--- src/rtl/lc3_mem_pkg.sv ---
// Shared types and constants for the LC-3 memory port arbiter.
//   arb_state_t     : arbiter FSM state encoding
//   IO_ADDR_DEFAULT : default memory-mapped I/O word (switches / hex display)
package lc3_mem_pkg;

    typedef enum logic [1:0] {
        ARB_IDLE   = 2'd0,
        ARB_ACCESS = 2'd1,
        ARB_DONE   = 2'd2
    } arb_state_t;

    localparam logic [15:0] IO_ADDR_DEFAULT = 16'hFFFF;

endpackage

--- src/rtl/mem_port_arbiter_if.sv ---
// Bundle of every non-clock signal of mem_port_arbiter.
//   slave  : the arbiter side (takes requests, drives SRAM, switches in, hex out)
//   master : the environment side (CPU, loader, SRAM, board pins)
//
// Request handshake (both ports): the requester raises req_x with we_x/addr_x/
// wdata_x and holds req_x high until done_x pulses for exactly one cycle;
// rdata_x is valid only in that cycle. The requester must drop req_x in the
// done cycle, otherwise the arbiter sees a fresh request once back in IDLE.
interface mem_port_arbiter_if #(
    parameter int ADDR_W = 16,
    parameter int DATA_W = 16,
    parameter int SW_W   = 10
);
    logic              req_a;
    logic              we_a;
    logic [ADDR_W-1:0] addr_a;
    logic [DATA_W-1:0] wdata_a;
    logic              done_a;
    logic [DATA_W-1:0] rdata_a;

    logic              req_b;
    logic              we_b;
    logic [ADDR_W-1:0] addr_b;
    logic [DATA_W-1:0] wdata_b;
    logic              done_b;
    logic [DATA_W-1:0] rdata_b;

    logic              gnt_a;
    logic              gnt_b;

    logic              mem_ce;
    logic              mem_we;
    logic [ADDR_W-1:0] mem_addr;
    logic [DATA_W-1:0] mem_wdata;
    logic [DATA_W-1:0] mem_rdata;

    logic [SW_W-1:0]   sw;
    logic [DATA_W-1:0] hex_out;
    logic              busy;

    modport slave (
        input  req_a, we_a, addr_a, wdata_a,
        output done_a, rdata_a,
        input  req_b, we_b, addr_b, wdata_b,
        output done_b, rdata_b,
        output gnt_a, gnt_b,
        output mem_ce, mem_we, mem_addr, mem_wdata,
        input  mem_rdata,
        input  sw,
        output hex_out, busy
    );

    modport master (
        output req_a, we_a, addr_a, wdata_a,
        input  done_a, rdata_a,
        output req_b, we_b, addr_b, wdata_b,
        input  done_b, rdata_b,
        input  gnt_a, gnt_b,
        input  mem_ce, mem_we, mem_addr, mem_wdata,
        output mem_rdata,
        output sw,
        input  hex_out, busy
    );
endinterface

--- src/rtl/rr_pick2.sv ---
// Two-way round-robin picker.
//   clk, rst_n : clock, asynchronous active-low reset
//   req_a/b    : current requests
//   grant_en   : high when the caller will act on the pick this cycle
//   pick_b     : 1 = port B wins, 0 = port A wins (meaningful when any req)
// The pointer remembers the last granted port; it resets to B so A wins the
// first tie after reset.
module rr_pick2 (
    input  logic clk,
    input  logic rst_n,
    input  logic req_a,
    input  logic req_b,
    input  logic grant_en,
    output logic pick_b
);
    logic last_b_q;
    logic last_b_d;

    always_comb begin
        pick_b   = (req_a && req_b) ? !last_b_q : req_b;
        last_b_d = last_b_q;
        if (grant_en && (req_a || req_b)) begin
            last_b_d = pick_b;
        end
    end

    always_ff @(posedge clk or negedge rst_n) begin
        if (!rst_n) begin
            last_b_q <= 1'b1;
        end else begin
            last_b_q <= last_b_d;
        end
    end
endmodule

--- src/rtl/mem_port_arbiter.sv ---
// Shares the single-port LC-3 program SRAM between the CPU (port A) and the
// debug loader (port B), and decodes the memory-mapped I/O word IO_ADDR:
// reads return the zero-extended switches, writes load the hex display.
//   Clk, Reset_n : clock, asynchronous active-low reset
//   bus          : requests, SRAM pins, switches, hex display, busy
//   state_dbg    : current FSM state
module mem_port_arbiter
    import lc3_mem_pkg::*;
#(
    parameter int              ADDR_W  = 16,
    parameter int              DATA_W  = 16,
    parameter int              SW_W    = 10,
    parameter int              MEM_LAT = 2,
    parameter logic [ADDR_W-1:0] IO_ADDR = ADDR_W'(IO_ADDR_DEFAULT)
) (
    input  logic                Clk,
    input  logic                Reset_n,
    mem_port_arbiter_if.slave   bus,
    output arb_state_t          state_dbg
);
    localparam int CNT_W = $clog2(MEM_LAT + 1);

    arb_state_t        state_q, state_d;
    logic [CNT_W-1:0]  cnt_q, cnt_d;
    logic              owner_b_q, owner_b_d;
    logic              we_q, we_d;
    logic [ADDR_W-1:0] addr_q, addr_d;
    logic [DATA_W-1:0] wdata_q, wdata_d;
    logic [DATA_W-1:0] rdata_q, rdata_d;
    logic [DATA_W-1:0] hex_q, hex_d;

    logic              pick_b;
    logic              any_req;
    logic              sel_we;
    logic [ADDR_W-1:0] sel_addr;
    logic [DATA_W-1:0] sel_wdata;
    logic              sel_io;

    rr_pick2 u_rr (
        .clk      (Clk),
        .rst_n    (Reset_n),
        .req_a    (bus.req_a),
        .req_b    (bus.req_b),
        .grant_en (state_q == ARB_IDLE),
        .pick_b   (pick_b)
    );

    // Winner's request fields, valid on the grant edge only.
    always_comb begin
        any_req   = bus.req_a || bus.req_b;
        sel_we    = pick_b ? bus.we_b    : bus.we_a;
        sel_addr  = pick_b ? bus.addr_b  : bus.addr_a;
        sel_wdata = pick_b ? bus.wdata_b : bus.wdata_a;
        sel_io    = (sel_addr == IO_ADDR);
    end

    // State register
    always_ff @(posedge Clk or negedge Reset_n) begin
        if (!Reset_n) begin
            state_q <= ARB_IDLE;
        end else begin
            state_q <= state_d;
        end
    end

    // Next state: I/O accesses skip ACCESS and complete in one cycle.
    always_comb begin
        state_d = state_q;
        case (state_q)
            ARB_IDLE:   if (any_req) state_d = sel_io ? ARB_DONE : ARB_ACCESS;
            ARB_ACCESS: if (cnt_q == '0) state_d = ARB_DONE;
            ARB_DONE:   state_d = ARB_IDLE;
            default:    state_d = ARB_IDLE;
        endcase
    end

    // Datapath next values: request latch, latency counter, read data, hex.
    always_comb begin
        cnt_d     = cnt_q;
        owner_b_d = owner_b_q;
        we_d      = we_q;
        addr_d    = addr_q;
        wdata_d   = wdata_q;
        rdata_d   = rdata_q;
        hex_d     = hex_q;
        case (state_q)
            ARB_IDLE: begin
                if (any_req) begin
                    owner_b_d = pick_b;
                    we_d      = sel_we;
                    addr_d    = sel_addr;
                    wdata_d   = sel_wdata;
                    cnt_d     = CNT_W'(MEM_LAT - 1);
                    rdata_d   = '0;   // writes report zero read data
                    if (sel_io) begin
                        if (sel_we) hex_d   = sel_wdata;
                        else        rdata_d = DATA_W'(bus.sw);
                    end
                end
            end
            ARB_ACCESS: begin
                if (cnt_q == '0) begin
                    if (!we_q) rdata_d = bus.mem_rdata;
                end else begin
                    cnt_d = cnt_q - CNT_W'(1);
                end
            end
            default: ;
        endcase
    end

    always_ff @(posedge Clk or negedge Reset_n) begin
        if (!Reset_n) begin
            cnt_q     <= '0;
            owner_b_q <= 1'b0;
            we_q      <= 1'b0;
            addr_q    <= '0;
            wdata_q   <= '0;
            rdata_q   <= '0;
            hex_q     <= '0;
        end else begin
            cnt_q     <= cnt_d;
            owner_b_q <= owner_b_d;
            we_q      <= we_d;
            addr_q    <= addr_d;
            wdata_q   <= wdata_d;
            rdata_q   <= rdata_d;
            hex_q     <= hex_d;
        end
    end

    // Outputs: all derived from registered state, so reset clears them at once.
    always_comb begin
        bus.busy      = (state_q != ARB_IDLE);
        bus.gnt_a     = (state_q != ARB_IDLE) && !owner_b_q;
        bus.gnt_b     = (state_q != ARB_IDLE) &&  owner_b_q;
        bus.mem_ce    = 1'b0;
        bus.mem_we    = 1'b0;
        bus.mem_addr  = '0;
        bus.mem_wdata = '0;
        bus.done_a    = 1'b0;
        bus.done_b    = 1'b0;
        bus.rdata_a   = '0;
        bus.rdata_b   = '0;
        bus.hex_out   = hex_q;
        state_dbg     = state_q;
        case (state_q)
            ARB_ACCESS: begin
                bus.mem_ce    = 1'b1;
                bus.mem_we    = we_q;
                bus.mem_addr  = addr_q;
                bus.mem_wdata = wdata_q;
            end
            ARB_DONE: begin
                if (owner_b_q) begin
                    bus.done_b  = 1'b1;
                    bus.rdata_b = rdata_q;
                end else begin
                    bus.done_a  = 1'b1;
                    bus.rdata_a = rdata_q;
                end
            end
            default: ;
        endcase
    end
endmodule
--- src/flat_wrapper.sv ---
// flat-port wrapper written by rule: the top's interface ports become plain ports
module mem_port_arbiter_flat import lc3_mem_pkg::*;
#(
    parameter int              ADDR_W  = 16,
    parameter int              DATA_W  = 16,
    parameter int              SW_W    = 10,
    parameter int              MEM_LAT = 2,
    parameter logic [ADDR_W-1:0] IO_ADDR = ADDR_W'(IO_ADDR_DEFAULT)
)
  (Clk, Reset_n, state_dbg, bus_req_a, bus_we_a, bus_addr_a, bus_wdata_a, bus_done_a, bus_rdata_a, bus_req_b, bus_we_b, bus_addr_b, bus_wdata_b, bus_done_b, bus_rdata_b, bus_gnt_a, bus_gnt_b, bus_mem_ce, bus_mem_we, bus_mem_addr, bus_mem_wdata, bus_mem_rdata, bus_sw, bus_hex_out, bus_busy);
  mem_port_arbiter_if #(.ADDR_W(ADDR_W), .DATA_W(DATA_W), .SW_W(SW_W)) bus_i ();
  input  logic Clk;
  input  logic Reset_n;
  output arb_state_t state_dbg;
  input wire logic [$bits(bus_i.req_a)-1:0] bus_req_a;
  input wire logic [$bits(bus_i.we_a)-1:0] bus_we_a;
  input wire logic [$bits(bus_i.addr_a)-1:0] bus_addr_a;
  input wire logic [$bits(bus_i.wdata_a)-1:0] bus_wdata_a;
  output wire logic [$bits(bus_i.done_a)-1:0] bus_done_a;
  output wire logic [$bits(bus_i.rdata_a)-1:0] bus_rdata_a;
  input wire logic [$bits(bus_i.req_b)-1:0] bus_req_b;
  input wire logic [$bits(bus_i.we_b)-1:0] bus_we_b;
  input wire logic [$bits(bus_i.addr_b)-1:0] bus_addr_b;
  input wire logic [$bits(bus_i.wdata_b)-1:0] bus_wdata_b;
  output wire logic [$bits(bus_i.done_b)-1:0] bus_done_b;
  output wire logic [$bits(bus_i.rdata_b)-1:0] bus_rdata_b;
  output wire logic [$bits(bus_i.gnt_a)-1:0] bus_gnt_a;
  output wire logic [$bits(bus_i.gnt_b)-1:0] bus_gnt_b;
  output wire logic [$bits(bus_i.mem_ce)-1:0] bus_mem_ce;
  output wire logic [$bits(bus_i.mem_we)-1:0] bus_mem_we;
  output wire logic [$bits(bus_i.mem_addr)-1:0] bus_mem_addr;
  output wire logic [$bits(bus_i.mem_wdata)-1:0] bus_mem_wdata;
  input wire logic [$bits(bus_i.mem_rdata)-1:0] bus_mem_rdata;
  input wire logic [$bits(bus_i.sw)-1:0] bus_sw;
  output wire logic [$bits(bus_i.hex_out)-1:0] bus_hex_out;
  output wire logic [$bits(bus_i.busy)-1:0] bus_busy;
  assign bus_i.req_a = bus_req_a;
  assign bus_i.we_a = bus_we_a;
  assign bus_i.addr_a = bus_addr_a;
  assign bus_i.wdata_a = bus_wdata_a;
  assign bus_done_a = bus_i.done_a;
  assign bus_rdata_a = bus_i.rdata_a;
  assign bus_i.req_b = bus_req_b;
  assign bus_i.we_b = bus_we_b;
  assign bus_i.addr_b = bus_addr_b;
  assign bus_i.wdata_b = bus_wdata_b;
  assign bus_done_b = bus_i.done_b;
  assign bus_rdata_b = bus_i.rdata_b;
  assign bus_gnt_a = bus_i.gnt_a;
  assign bus_gnt_b = bus_i.gnt_b;
  assign bus_mem_ce = bus_i.mem_ce;
  assign bus_mem_we = bus_i.mem_we;
  assign bus_mem_addr = bus_i.mem_addr;
  assign bus_mem_wdata = bus_i.mem_wdata;
  assign bus_i.mem_rdata = bus_mem_rdata;
  assign bus_i.sw = bus_sw;
  assign bus_hex_out = bus_i.hex_out;
  assign bus_busy = bus_i.busy;
  mem_port_arbiter #(.ADDR_W(ADDR_W), .DATA_W(DATA_W), .SW_W(SW_W), .MEM_LAT(MEM_LAT), .IO_ADDR(IO_ADDR)) u_core (.Clk(Clk), .Reset_n(Reset_n), .bus(bus_i), .state_dbg(state_dbg));
endmodule
--- config.mk ---
export PLATFORM = sky130hd
export DESIGN_NAME = mem_port_arbiter_flat
export DESIGN_NICKNAME = d
export VERILOG_FILES = /design/src/rtl/lc3_mem_pkg.sv /design/src/rtl/mem_port_arbiter_if.sv /design/src/rtl/rr_pick2.sv /design/src/rtl/mem_port_arbiter.sv /design/src/flat_wrapper.sv
export SDC_FILE = /design/constraint.sdc
export NUM_CORES = 1
export LEC_CHECK = 0
export CAP_MARGIN = 20
export CORE_ASPECT_RATIO = 2
export CORE_UTILIZATION = 41
export CTS_CLUSTER_DIAMETER = 30
export DETAILED_ROUTE_END_ITERATION = 7
export PLACE_DENSITY = 0.82
export RECOVER_POWER = 25
export REMOVE_ABC_BUFFERS = 1
export SLEW_MARGIN = 5
export SYNTH_ARGS = -nofsm -noshare
export SYNTH_HDL_FRONTEND = slang
export SYNTH_HIERARCHICAL = 1
export SYNTH_SLANG_ARGS = --single-unit
--- constraint.sdc ---
create_clock -name Clk -period 2.4 [get_ports Clk]
set_input_delay 0.48 -clock Clk [delete_from_list [all_inputs] [get_ports Clk]]
set_output_delay 0.48 -clock Clk [all_outputs]
set_load 0.1 [all_outputs]
==> impl_metrics.tcl <==
set metrics [dict create \
    min_period_ns 2.204 \
    synth_edf_count 0 \
    status "complete, but fails checks" \
    viasPerCell 5.227 \
    postCtsHoldBufs 0 \
    finalSetupViolations 0 \
    wire_per_inst_um 17.44 \
    grt_start_max_net_pins 72 \
    regArea_um2 1778 \
    core_region_area_um2 8951 \
    post-route-period-util_pct 91.84 \
    dp_slack_ns -0.1104 \
    synth_area_um2 3752 \
    placed_cell_area_um2 6500 \
    grt_pass1_wl_um 18860 \
    tightest_slew_ns 1.763 \
    hpwl_um 9326 \
    relSlewSlack_pct -17.52 \
    yosys_warnings 6 \
    ys_ff_latch 71 \
    die-height_um 137.3 \
    clk_pin_slew_ns 0.05 \
    num_rows 49 \
    wl_um 11980 \
    required_ns 2.64 \
    cts_tree "done" \
    grt_setup_unrepaired "no" \
    fin_ws_ns 0.1959 \
    dominantRegCellSynth "dfrtp_1" \
    async_flop_share_pct 100.0 \
    r2r_setup_slack_ns 0.34 \
    violations "capacitance limit, slew limit" \
    ir_worst_vdd_v 0.001133 \
    fin_nets 678 \
    final_area_um2 6812 \
    cp-end-kind "flip-flop" \
    drcViolationCount 0 \
    yosysTopAreaCell "dfrtp_1" \
    path_class "input pin to flip-flop" \
    max_stage_delay_ns 0.49 \
    clkSinkCount 71 \
    cpMaxStageDelayCell "clkdlybuf4s50_1" \
    cts_setup_buffers 0 \
    synth.top_cell.area_share_pct 46.68 \
    die_area_um2 9562 \
    fillers 552 \
    final_cells 687 \
    antenna_found_initial 0 \
    antennaDiodeCount 0 \
    layout_commonest_cell "clkdlybuf4s50_1" \
    cts_resized 0 \
    drt-initial-drc-count 244 \
    final_cell_mix "94 x clkdlybuf4s50_1, 74 x buf_12, 70 x dfrtp_1, 69 x nand2_1, 65 x and2_1" \
    crit_top_cell "buf_4" \
    grt_pass1_vias 3787 \
    finalMaxSlewViolations 72 \
    synth_area_leaders "dfrtp_1 47%, and2_1 11%, nand2_1 6.9%" \
    initial_core_util_pct 41.92 \
    synthesis.instances 388 \
    hold_class "flip-flop to flip-flop" \
    syn_area_per_cell_um2 9.671 \
    drive_above_1_share_pct 28.03 \
    num_vias 3591 \
    cts_root_buf "clkbuf_16" \
    hold_viol 0 \
    clk_path_buf_depth 2 \
    h-tree-depth 3 \
    multiInputGateArea_um2 1884 \
    portBuffers 184 \
    globalplace.congestion 0.8572 \
    numCtsBuffers 9 \
    synth_cell_types 33 \
    overflow 0 \
    fmax_mhz 453.7 \
    finalPower_mw 9.793 \
    fin_worst_skew_ns 0.008084 \
    maxCapViolCount 1 \
    p_leak_nw 3.117 \
    die-width_um 69.65 \
    finalSetupTns_ns 0 \
    grt_util_all_layers_pct 25.57 \
    start_kind "input pin" \
    seq_area_frac_synth_pct 47.38 \
    clk_latency_ns 0.33 \
    worstPathArrival_ns 2.44 \
    crit_path_max_fanout 10 \
    io-pin-count 185 \
    dr.pass1.iters 4 \
    worstPathCellList "clkdlybuf4s50_1, a21boi_4, mux2_2, buf_4, nor2_1, buf_4, nand4_1, a21oi_1" \
    dp_cells 672 \
    antenna_left 0 \
    power_density_nw_per_um2 1438 \
    area_delta_synth_final_pct 81.53 \
]
registers in the layout, indices dropped and copies added (netlist names):
register / count
u_core/state_dbg: 2
u_core/addr_q: 16
u_core/rdata_q: 16
u_core/owner_b_q: 1
u_core/cnt_q: 2
u_core/we_q: 1
u_core/bus.hex_out: 16
u_core/u_rr/last_b_q: 1
u_core/wdata_q: 16
final timing paths:
| kind | end | cells past startpoint | startpoint |
|---|---|---|---|
| max in group asynchronous | u_core/wdata_q[3] | 1 | Reset_n |
| min | u_core/wdata_q[4] | 2 | u_core/wdata_q[4] |
| max | u_core/rdata_q[2] | 8 | bus_req_b |
| min in group asynchronous | u_core/addr_q[1] | 1 | Reset_n |
| max reg2reg | u_core/bus.hex_out[12] | 7 | u_core/u_rr/last_b_q |
| min reg2reg | u_core/wdata_q[4] | 2 | u_core/wdata_q[4] |
routing by layer:
metal	track usage, %	vias up	part of all wire [%]	wire length, um
met5	0	-	0	0
met4	17.00	0	4.3	512
met3	3.804	36	3.7	441
met2	48.49	148	59	7057
met1	25.38	1707	33	3972
li1	-	1700	-	-
cell usage after synthesis, types with 2 or more instances:
library cell and number:
dfrtp_1 70, nor3_1 2, nor2_1 15, nor2_4 2, clkbuf_1 17, inv_1 5, nand3_1 3, mux2i_1 19
mux2_2 21, nand2_1 69, and2_1 65, and3_1 2, buf_2 3, or2_2 2, nand4_1 16, nor2b_1 5
o21ai_0 18, mux2_4 8, a22o_1 6, a21oi_1 26, a21o_1 2
through the flow:
step / hold slack (ns) / utilization (%)
4_1_cts: 0.3040 / 76.11
2_1_floorplan: 0.1844 / -
3_3_place_gp: 0.4488 / 72.62
6_report: 0.4679 / 76.10
3_5_place_dp: 0.4545 / 72.62
5_1_grt: 0.4884 / 76.10
cells by family (layout without fill, tap and decap cells):
logic type	Yosys count	after routing	synth area share, %
AOI/OAI and AO/OA	56	56	8.736
adders and majority gates	1	1	0.3334
buffers and inverters	27	224	3.101
DFF	71	71	47.38
muxes	48	48	14.57
and+or+nand+nor	185	185	25.88
worst max-delay path: cells and delay by family:
kind | cells | cell delay [ns]
AO/OA/AOI/OAI | 2 | 0.54
buffers and inverters | 3 | 0.81
multiplexers | 1 | 0.41
AND/OR/NAND/NOR | 2 | 0.19
final cells by class:
type | instances | share of cell area (%)
Timing Repair Buffer | 204 | 39.49
Sequential cell | 71 | 26.10
Inverter | 5 | 0.2755
Clock inverter | 4 | 1.029
Multi-Input combinational cell | 290 | 27.66
Tap cell | 102 | 1.874
Clock buffer | 11 | 3.564
report_power, final:
group,switching (mW),total (mW),internal [mW]
Combinational,4.22,6.45,2.23
Clock,0.466,1.39,0.928
Sequential,0.282,1.95,1.67
No activity file was read; power rests on OpenSTA's default activity.
